==> src/rtl/alu_req_sched_if.sv <==
// Request, response and ALU-side bus of the two-requester ALU scheduler.
// The scheduler connects through the slave modport; clients and the ALU use master.
interface alu_req_sched_if #(
  parameter int WIDTH = 16
);
  logic [1:0]         req_valid;
  logic [1:0]         req_ready;
  logic [2*WIDTH-1:0] req_a;
  logic [2*WIDTH-1:0] req_b;
  logic [7:0]         req_op;

  logic [WIDTH-1:0]   alu_a;
  logic [WIDTH-1:0]   alu_b;
  logic [3:0]         alu_op;
  logic [WIDTH-1:0]   alu_result;
  logic               alu_carry;
  logic               alu_zero;

  logic               rsp_valid;
  logic               rsp_ready;
  logic               rsp_id;
  logic [WIDTH-1:0]   rsp_data;
  logic               rsp_carry;
  logic               rsp_zero;
  logic               rsp_err;

  modport slave (
    input  req_valid, req_a, req_b, req_op,
    input  alu_result, alu_carry, alu_zero,
    input  rsp_ready,
    output req_ready,
    output alu_a, alu_b, alu_op,
    output rsp_valid, rsp_id, rsp_data, rsp_carry, rsp_zero, rsp_err
  );

  modport master (
    output req_valid, req_a, req_b, req_op,
    output alu_result, alu_carry, alu_zero,
    output rsp_ready,
    input  req_ready,
    input  alu_a, alu_b, alu_op,
    input  rsp_valid, rsp_id, rsp_data, rsp_carry, rsp_zero, rsp_err
  );
endinterface

==> src/rtl/alu_req_sched.sv <==
// Round-robin scheduler sharing one combinational ALU between two requesters,
// holding operands for ALU_LAT cycles and returning a tagged, backpressured response.
module alu_req_sched #(
  parameter int WIDTH   = 16,
  parameter int ALU_LAT = 1
) (
  input  logic                i_clk,
  input  logic                i_rst_n,
  alu_req_sched_if.slave      bus,
  output logic                o_busy,
  output logic [15:0]         o_done_count
);

  typedef enum logic [1:0] {
    IDLE  = 2'd0,
    ISSUE = 2'd1,
    RESP  = 2'd2
  } state_t;

  localparam logic [3:0] LAT_LOAD = 4'(ALU_LAT - 1);

  state_t           r_state;
  logic             r_lastGrant;
  logic [3:0]       r_cnt;
  logic [3:0]       r_op;
  logic [WIDTH-1:0] r_aluA;
  logic [WIDTH-1:0] r_aluB;
  logic [3:0]       r_aluOp;
  logic             r_rspValid;
  logic             r_rspId;
  logic [WIDTH-1:0] r_rspData;
  logic             r_rspCarry;
  logic             r_rspZero;
  logic             r_rspErr;
  logic [15:0]      r_doneCount;

  logic             w_grant;
  logic [1:0]       w_reqReady;
  logic             w_accept;
  logic [WIDTH-1:0] w_laneA;
  logic [WIDTH-1:0] w_laneB;
  logic [3:0]       w_laneOp;
  logic             w_legal;

  function automatic logic isLegal(input logic [3:0] op);
    case (op)
      4'b0000, 4'b0100, 4'b0110, 4'b0111,
      4'b1000, 4'b1001, 4'b1010, 4'b1100,
      4'b1101, 4'b1110, 4'b1111: isLegal = 1'b1;
      default:                   isLegal = 1'b0;
    endcase
  endfunction

  // On a tie the requester that was not served last wins; ready is held low during reset.
  always_comb begin
    w_grant    = (bus.req_valid == 2'b11) ? ~r_lastGrant : bus.req_valid[1];
    w_reqReady = 2'b00;
    if (r_state == IDLE && i_rst_n) begin
      w_reqReady = w_grant ? {bus.req_valid[1], 1'b0} : {1'b0, bus.req_valid[0]};
    end
    w_accept = |w_reqReady;
    w_laneA  = w_grant ? bus.req_a[WIDTH +: WIDTH] : bus.req_a[0 +: WIDTH];
    w_laneB  = w_grant ? bus.req_b[WIDTH +: WIDTH] : bus.req_b[0 +: WIDTH];
    w_laneOp = w_grant ? bus.req_op[4 +: 4] : bus.req_op[0 +: 4];
    w_legal  = isLegal(w_laneOp);
  end

  always_ff @(posedge i_clk or negedge i_rst_n) begin
    if (!i_rst_n) begin
      r_state     <= IDLE;
      r_lastGrant <= 1'b1;
      r_cnt       <= '0;
      r_op        <= '0;
      r_aluA      <= '0;
      r_aluB      <= '0;
      r_aluOp     <= '0;
      r_rspValid  <= 1'b0;
      r_rspId     <= 1'b0;
      r_rspData   <= '0;
      r_rspCarry  <= 1'b0;
      r_rspZero   <= 1'b0;
      r_rspErr    <= 1'b0;
      r_doneCount <= '0;
    end else begin
      case (r_state)
        IDLE: begin
          if (w_accept) begin
            r_op    <= w_laneOp;
            r_rspId <= w_grant;
            if (w_legal) begin
              r_state <= ISSUE;
              r_cnt   <= LAT_LOAD;
              r_aluA  <= w_laneA;
              r_aluB  <= w_laneB;
              r_aluOp <= w_laneOp;
            end else begin
              // Illegal opcodes never reach the ALU and are answered immediately.
              r_state    <= RESP;
              r_rspValid <= 1'b1;
              r_rspData  <= '0;
              r_rspCarry <= 1'b0;
              r_rspZero  <= 1'b1;
              r_rspErr   <= 1'b1;
            end
          end
        end
        ISSUE: begin
          if (r_cnt == 4'd0) begin
            r_rspData  <= bus.alu_result;
            r_rspZero  <= bus.alu_zero;
            r_rspCarry <= (r_op == 4'b0000) ? bus.alu_carry : 1'b0;
            r_rspErr   <= 1'b0;
            r_rspValid <= 1'b1;
            r_aluA     <= '0;
            r_aluB     <= '0;
            r_aluOp    <= '0;
            r_state    <= RESP;
          end else begin
            r_cnt <= r_cnt - 4'd1;
          end
        end
        RESP: begin
          if (bus.rsp_ready) begin
            r_rspValid  <= 1'b0;
            r_lastGrant <= r_rspId;
            r_doneCount <= r_doneCount + 16'd1;
            r_state     <= IDLE;
          end
        end
        default: r_state <= IDLE;
      endcase
    end
  end

  assign bus.req_ready = w_reqReady;
  assign bus.alu_a     = r_aluA;
  assign bus.alu_b     = r_aluB;
  assign bus.alu_op    = r_aluOp;
  assign bus.rsp_valid = r_rspValid;
  assign bus.rsp_id    = r_rspId;
  assign bus.rsp_data  = r_rspData;
  assign bus.rsp_carry = r_rspCarry;
  assign bus.rsp_zero  = r_rspZero;
  assign bus.rsp_err   = r_rspErr;
  assign o_busy        = (r_state != IDLE);
  assign o_done_count  = r_doneCount;

endmodule

==> src/flat_wrapper.sv <==
// flat-port wrapper written by rule: the top's interface ports become plain ports
module alu_req_sched_flat 
#(
  parameter int WIDTH   = 16,
  parameter int ALU_LAT = 1
)
  (i_clk, i_rst_n, o_busy, o_done_count, bus_req_valid, bus_req_a, bus_req_b, bus_req_op, bus_alu_result, bus_alu_carry, bus_alu_zero, bus_rsp_ready, bus_req_ready, bus_alu_a, bus_alu_b, bus_alu_op, bus_rsp_valid, bus_rsp_id, bus_rsp_data, bus_rsp_carry, bus_rsp_zero, bus_rsp_err);
  alu_req_sched_if #(.WIDTH(WIDTH)) bus_i ();
  input  logic i_clk;
  input  logic i_rst_n;
  output logic o_busy;
  output logic [15:0] o_done_count;
  input wire logic [$bits(bus_i.req_valid)-1:0] bus_req_valid;
  input wire logic [$bits(bus_i.req_a)-1:0] bus_req_a;
  input wire logic [$bits(bus_i.req_b)-1:0] bus_req_b;
  input wire logic [$bits(bus_i.req_op)-1:0] bus_req_op;
  input wire logic [$bits(bus_i.alu_result)-1:0] bus_alu_result;
  input wire logic [$bits(bus_i.alu_carry)-1:0] bus_alu_carry;
  input wire logic [$bits(bus_i.alu_zero)-1:0] bus_alu_zero;
  input wire logic [$bits(bus_i.rsp_ready)-1:0] bus_rsp_ready;
  output wire logic [$bits(bus_i.req_ready)-1:0] bus_req_ready;
  output wire logic [$bits(bus_i.alu_a)-1:0] bus_alu_a;
  output wire logic [$bits(bus_i.alu_b)-1:0] bus_alu_b;
  output wire logic [$bits(bus_i.alu_op)-1:0] bus_alu_op;
  output wire logic [$bits(bus_i.rsp_valid)-1:0] bus_rsp_valid;
  output wire logic [$bits(bus_i.rsp_id)-1:0] bus_rsp_id;
  output wire logic [$bits(bus_i.rsp_data)-1:0] bus_rsp_data;
  output wire logic [$bits(bus_i.rsp_carry)-1:0] bus_rsp_carry;
  output wire logic [$bits(bus_i.rsp_zero)-1:0] bus_rsp_zero;
  output wire logic [$bits(bus_i.rsp_err)-1:0] bus_rsp_err;
  assign bus_i.req_valid = bus_req_valid;
  assign bus_i.req_a = bus_req_a;
  assign bus_i.req_b = bus_req_b;
  assign bus_i.req_op = bus_req_op;
  assign bus_i.alu_result = bus_alu_result;
  assign bus_i.alu_carry = bus_alu_carry;
  assign bus_i.alu_zero = bus_alu_zero;
  assign bus_i.rsp_ready = bus_rsp_ready;
  assign bus_req_ready = bus_i.req_ready;
  assign bus_alu_a = bus_i.alu_a;
  assign bus_alu_b = bus_i.alu_b;
  assign bus_alu_op = bus_i.alu_op;
  assign bus_rsp_valid = bus_i.rsp_valid;
  assign bus_rsp_id = bus_i.rsp_id;
  assign bus_rsp_data = bus_i.rsp_data;
  assign bus_rsp_carry = bus_i.rsp_carry;
  assign bus_rsp_zero = bus_i.rsp_zero;
  assign bus_rsp_err = bus_i.rsp_err;
  alu_req_sched #(.WIDTH(WIDTH), .ALU_LAT(ALU_LAT)) u_core (.i_clk(i_clk), .i_rst_n(i_rst_n), .bus(bus_i), .o_busy(o_busy), .o_done_count(o_done_count));
endmodule
==> config.mk <==
export PLATFORM = sky130hd
export DESIGN_NAME = alu_req_sched_flat
export DESIGN_NICKNAME = d
export VERILOG_FILES = /design/src/rtl/alu_req_sched_if.sv /design/src/rtl/alu_req_sched.sv /design/src/flat_wrapper.sv
export SDC_FILE = /design/constraint.sdc
export NUM_CORES = 1
export LEC_CHECK = 0
export CORE_AREA = 2 2 111 113
export CTS_BUF_LIST = sky130_fd_sc_hd__clkbuf_2 sky130_fd_sc_hd__clkbuf_4 sky130_fd_sc_hd__clkbuf_8
export DETAILED_ROUTE_END_ITERATION = 8
export DIE_AREA = 0 0 113 115
export GPL_TIMING_DRIVEN = 0
export PLACE_DENSITY_LB_ADDON = 0.08
export SYNTH_ARGS = -nofsm -noshare
export SYNTH_HDL_FRONTEND = slang
export SYNTH_SLANG_ARGS = --single-unit
export TNS_END_PERCENT = 20
==> constraint.sdc <==
create_clock -name i_clk -period 2.95 [get_ports i_clk]
set_clock_uncertainty 0.2 [all_clocks]
set_input_delay 0.4425 -clock i_clk [delete_from_list [all_inputs] [get_ports i_clk]]
set_output_delay 0.4425 -clock i_clk [all_outputs]
set_load 0.05 [all_outputs]
Word-level counts from Yosys, hierarchy flattened
Memory sizes are Yosys's and may differ from the RTL's. Index checks and enable logic that the tools add are counted. W data, S select, Z words.

Register bits: 84. Memory bits (read-only): 16. Input bits: 95. Output and inout port bits: 76. Word-level logic and storage cells: 86. Memories kept: 1.

Add/sub/neg operators: 2. Equality and inequality tests: 9. Multiplexer cells: 44. Bitwise logic cells: 1. Reductions and logical operators: 15.

Memory list: (no name shown) (words 16, bits a word 1, rd ports 1, clocked after Yosys merged registers in 0, write ports 0, RTL line alu_req_sched.sv:46) `case (op)`.

Operators with widths (count): $mux W16 (10); $pmux W16 S2 (3); $mux W4 (7); $add A16 B1 Y16 const B (1); $pmux W4 S2 (2); $mux W2 (6); $reduce_and A4 Y1 (3); $mux W1 (11); $logic_not A4 Y1 (2); $ne A2 B1 Y1 const B (3); $ne A2 B2 Y1 const B (3); $pmux W1 S2 (3); $pmux W2 S3 (1); $reduce_and A5 Y1 (1); $eq A2 B2 Y1 const B (2); $reduce_and A2 Y1 (2); $reduce_bool A2 Y1 (2); $sub A4 B1 Y4 const B (1); $pmux W1 S3 (1); $reduce_and A3 Y1 (1); $reduce_bool A3 Y1 (1); $eq A2 B1 Y1 const B (1); $logic_not A2 Y1 (1); $reduce_or A2 Y1 (1); 2 further kinds (2).

Depth between registers and ports, before layout
Gate-level depths: netlist of the first run.

Word-level depth: 7. Depth in mapped cells: 9. Depth with buffers taken out: 7.

Least setup slack after synthesis of the first run
No wires, ideal clock.

Kind: flip-flop to flip-flop. Start: register u_core.r_state[0]. End: register u_core.r_rspCarry, in the netlist u_core.bus.rsp_carry. Setup time: 0.125 ns. Arrival: 2.013 ns. Required time: 2.625 ns. Slack: 0.612 ns. Stages on the path, launching flop included: 8. Buffers on the path: 1. Clock period less this slack: 2.338 ns. Path through: dfrtp_1 -> inv_1 -> ha_1 -> inv_1 -> a21boi_1 -> or3_4 -> buf_6 -> mux2_4.

Longest elaborated chain between the ends: 6. Elaborated cells on any way between the ends: 11. Those cells by class: eq/ne (4); mux (2); reduce/logical (5).

RTL lines: start, declared (RTL line alu_req_sched.sv:22) `state_t r_state;`; start signal, assigned (RTL line alu_req_sched.sv:70) `r_state <= IDLE;`; start signal, assigned (RTL line alu_req_sched.sv:91) `r_state <= ISSUE;`; start signal, assigned (RTL line alu_req_sched.sv:98) `r_state <= RESP;`; $logic_not A2 Y1 (RTL line alu_req_sched.sv:58, alu_req_sched.sv:85); $logic_and A1 B1 Y1 (RTL line alu_req_sched.sv:58) `if (r_state == IDLE && i_rst_n) begin`; $mux W2 (RTL line alu_req_sched.sv:58); $reduce_or A2 Y1 (RTL line alu_req_sched.sv:61) `w_accept = |w_reqReady;`; $ne A2 B1 Y1 (no line); $reduce_and A4 Y1 (no line); end signal, assigned (RTL line alu_req_sched.sv:111) `r_rspCarry <= (r_op == 4'b0000) ? bus.alu_carry : 1'b0;`; end, declared (RTL line alu_req_sched.sv:32) `logic r_rspCarry;`.

Parallel ways exist; a longest one is shown, timed or not. A chain may end at the register's enable or synchronous reset.

Worst setup path in the final report of the first run
Start: input port i_rst_n. End: output port bus_req_ready[1].

Longest elaborated chain between the ends: 2.

RTL lines: start, declared (RTL line flat_wrapper.sv:10) `input logic i_rst_n;`; $logic_and A1 B1 Y1 (RTL line alu_req_sched.sv:58); $mux W2 (RTL line alu_req_sched.sv:58); end, declared (RTL line flat_wrapper.sv:21) `output wire logic [$bits(bus_i.req_ready)-1:0] bus_req_ready;`.

Every way passes these cells.

==> results of run 1 <==
-- timing repair --
item                                   4_1_cts  5_1_grt
pin swaps                                    0        0
setup buffers                                0        0
hold buffers                                 2        0
setup endpoints to repair                    2       32
gates resized for setup                      2        4
endpoints found under the hold margin       30        0
-- cells in the final DEF (no fill, tap or decap), types with 2 or more instances in the layout --
cell             Yosys  layout
mux2i_1             52      52
o211ai_1             2       2
buf_6                4       4
a32oi_1              2       2
buf_2                2       2
xnor2_1             12      12
o21ai_0              9       9
and2_1               3       3
xor2_1               3       3
clkdlybuf4s50_1      0     167
nor3_1               2       2
clkbuf_1            12      12
dfrtp_1             83      83
inv_1               26      26
and4_1               2       2
clkbuf_8             0      10
mux2_2               2       2
nor2_1               7       7
and3_1               5       5
nand3b_1             2       2
nand3_1              5       5
a21o_1               2       2
o311ai_2             2       2
nand2_1             31      31
o2bb2ai_1           36      36
ha_1                 6       6
bufinv_16            0       3
a21oi_1              2       2
nand2b_1             5       5
mux2_4               2       2
nand4_1              3       3
-- per-stage QoR --
stage	cells	setup TNS (ns)	area, um2
final	680	0	6210
after global routing	680	0	6210
after CTS	680	0	6200
after detailed placement	662	-4.69	5930
after global placement	661	-387.12	5900
after floorplan	344	0	4020
-- registers in the layout, indices dropped and copies added, names as in the netlist --
register              count
u_core.bus.rsp_data      16
u_core.bus.rsp_zero       1
u_core.o_done_count      16
u_core.bus.rsp_valid      1
u_core.bus.alu_op         4
u_core.bus.rsp_id         1
u_core.r_lastGrant        1
u_core.bus.rsp_carry      1
u_core.r_state            2
u_core.r_op               4
u_core.bus.alu_a         16
u_core.r_cnt              4
u_core.bus.rsp_err        1
u_core.bus.alu_b         16
-- worst register-to-register path, stage by stage (launching register included) --
cell	delay [ns]
dfstp_2	0.39
a21bo_1	0.18
buf_2	0.17
o311ai_2	0.16
a31oi_1	0.18
nand2b_1	0.10
clkbuf_1	0.43
clkbuf_1	0.44
o2bb2ai_1	0.14
-- area by class of cell --
class	instances	area, um2
Tap cell	147	184
Buffer	20	119
Clock buffer	10	138
Fill cell	1082	5600
Clock inverter	6	111
Timing Repair Buffer	173	1750
Inverter	26	97.6
Multi-Input combinational cell	214	1700
Sequential cell	84	2100
-- where the power goes --
| part | leakage (nW) | total [mW] | internal, mW | switching (mW) |
|---|---|---|---|---|
| clock | 0.122 | 1.02 | 0.585 | 0.432 |
| combinational | 1.55 | 3.58 | 1.34 | 2.24 |
| sequential | 1.09 | 1.85 | 1.59 | 0.263 |
-- kinds of logic (layout without fill, tap and decap cells) --
| logic type | after synthesis | count (layout) | synth area share |
|---|---|---|---|
| adder cells (fa/ha/maj) | 6 | 6 | 0.0187 |
| buffers and inverters | 46 | 235 | 0.0539 |
| AO/OA/AOI/OAI | 64 | 64 | 0.133 |
| flip-flops | 84 | 84 | 0.524 |
| XOR/XNOR | 15 | 15 | 0.0327 |
| AND/OR/NAND/NOR | 73 | 73 | 0.0954 |
| multiplexers | 56 | 56 | 0.143 |
-- worst paths after layout --
check / endpoint / slack (ns) / depth (start not counted)
setup / recovery: bus_req_ready[1] / 0.12 / 5
max in group asynchronous: u_core.r_lastGrant / 1.83 / 3
setup reg to reg: u_core.bus.alu_op[3] / 0.43 / 8
hold reg to reg: u_core.o_done_count[15] / 0.27 / 1
hold / removal: u_core.o_done_count[15] / 0.27 / 1
min in group asynchronous: u_core.bus.rsp_data[0] / 0.40 / 3
-- routing by layer --
metal | track usage | vias up | routed length (um)
met3 | 0.0543 | 11 | 872
met5 | 0 | - | 0
li1 | - | 1573 | -
met4 | 0.0732 | 0 | 186
met2 | 0.253 | 112 | 4670
met1 | 0.211 | 1528 | 4570
==> flow_metrics.env, run 1 <==
export IMPL_routed_via_density=4.74
export IMPL_ys_top_cells_by_count="dfrtp_1, mux2i_1, o2bb2ai_1"
export IMPL_cts_buffer_depth=2
export IMPL_crit_path_max_fanout=57
export IMPL_hold_class="reg2reg"
export IMPL_fmax_ghz=0.353
export IMPL_drc_errors=7
export IMPL_powerDensity_nw_per_um2=1040
export IMPL_num_vias=3224
export IMPL_synth_most_common_cell="dfrtp_1"
export IMPL_rsz0062_at_grt="no"
export IMPL_die_w_um=113
export IMPL_core_area_um2=11800
export IMPL_io_buffer_count=170
export IMPL_seq_area_frac_synth=0.524
export IMPL_setup_ws_ns=0.116
export IMPL_path_cells="dlygate4sd3_1 > buf_4 > buf_16 > and3_1 > clkdlybuf4s15_1"
export IMPL_yosys_top_cells_area="dfrtp_1, mux2i_1, o2bb2ai_1, nand2_1, xnor2_1"
export IMPL_grt_max_degree=58
export IMPL_leakage_nw=2.76
export IMPL_yosysTopAreaCell="dfrtp_1"
export IMPL_numClockSinks=84
export IMPL_synth_top_area_frac=0.517
export IMPL_die_h_um=115
export IMPL_drive_gt1_frac=0.0769
export IMPL_synth_edff_count=0
export IMPL_worstSetupStartpoint="i_rst_n"
export IMPL_crit_path_top_delay_cell="clkdlybuf4s15_1"
export IMPL_cp_end_kind="output port"
export IMPL_hold_ws_ns=0.271
export IMPL_synth_nets=445
export IMPL_cts_tree="built"
export IMPL_start_kind="input port"
export IMPL_crit_type="in2out"
export IMPL_synth_cells=344
export IMPL_ys_warn_count=0
export IMPL_antenna_found_initial=0
export IMPL_io_pins=171
export IMPL_grt_pass1_wl_um=16800
export IMPL_tightest_slew_ns=0.752
export IMPL_root_buffer="clkbuf_8"
export IMPL_synth_async_reset_ratio=1.00
export IMPL_h_tree_depth=3
export IMPL_first_global_vias=3383
export IMPL_area_growth_pct=54.6
export IMPL_synth_flop_cell="dfrtp_1"
export IMPL_reg2reg_from="u_core.r_lastGrant"
export IMPL_slowest_delay_ns=0.54
export IMPL_drtIter0Drc=151
export IMPL_start_util=0.340
export IMPL_cts_made_buffers=9
export IMPL_dr_pass1_iters=6
export IMPL_rows=40
export IMPL_synth_ff_latch_count=84
export IMPL_status="finished with violations"
export IMPL_synth_cell_types=48
export IMPL_required_ns=2.31
export IMPL_min_delay_start="u_core.o_done_count[15]"
export IMPL_antennaDiodeCount=0
export IMPL_synth_area_per_cell_um2=11.7
export IMPL_finalWirelength_um=10300
export IMPL_gp_congestion=0.721
export IMPL_report_final_slew_viol_count=0
export IMPL_dp_hpwl_um=7700
export IMPL_cp_top_family="buffers and inverters"
export IMPL_fin_total_pwr_mw=6.46
export IMPL_fin_crit_ns=2.83
export IMPL_finalCritPeriodShare=0.961
export IMPL_postRouteAntennaNets=0
export IMPL_maxCapViolations=0
export IMPL_post_route_util=0.526
export IMPL_grt_util_all_layers=0.164
export IMPL_setup_viol=0
export IMPL_synth_area_um2=4020
export IMPL_hold_violations=0
export IMPL_crit_arrival_ns=2.19
export IMPL_nets=629
export IMPL_wl_per_cell_um=15.1
export IMPL_cp_buffers_inverters=4
export IMPL_place_ws_ns=-0.187
export IMPL_ir_worst_vdd_mv=0.524
export IMPL_path_clk_slew_ns=0.09
export IMPL_grt_remaining_overflow=0
export IMPL_clk_latency_ns=0.37
export IMPL_die_area_um2=13000
export IMPL_relSlewSlack=0.499
export IMPL_violations="DRC"
(Power assumes the default switching activity.)
==> run 2: changes to the inputs <==
ABC_CLOCK_PERIOD_IN_PS = 2950   (was unset)
==> results of run 2 <==
Same layout as run 1: the final DEF is identical, and so are final timing and power.
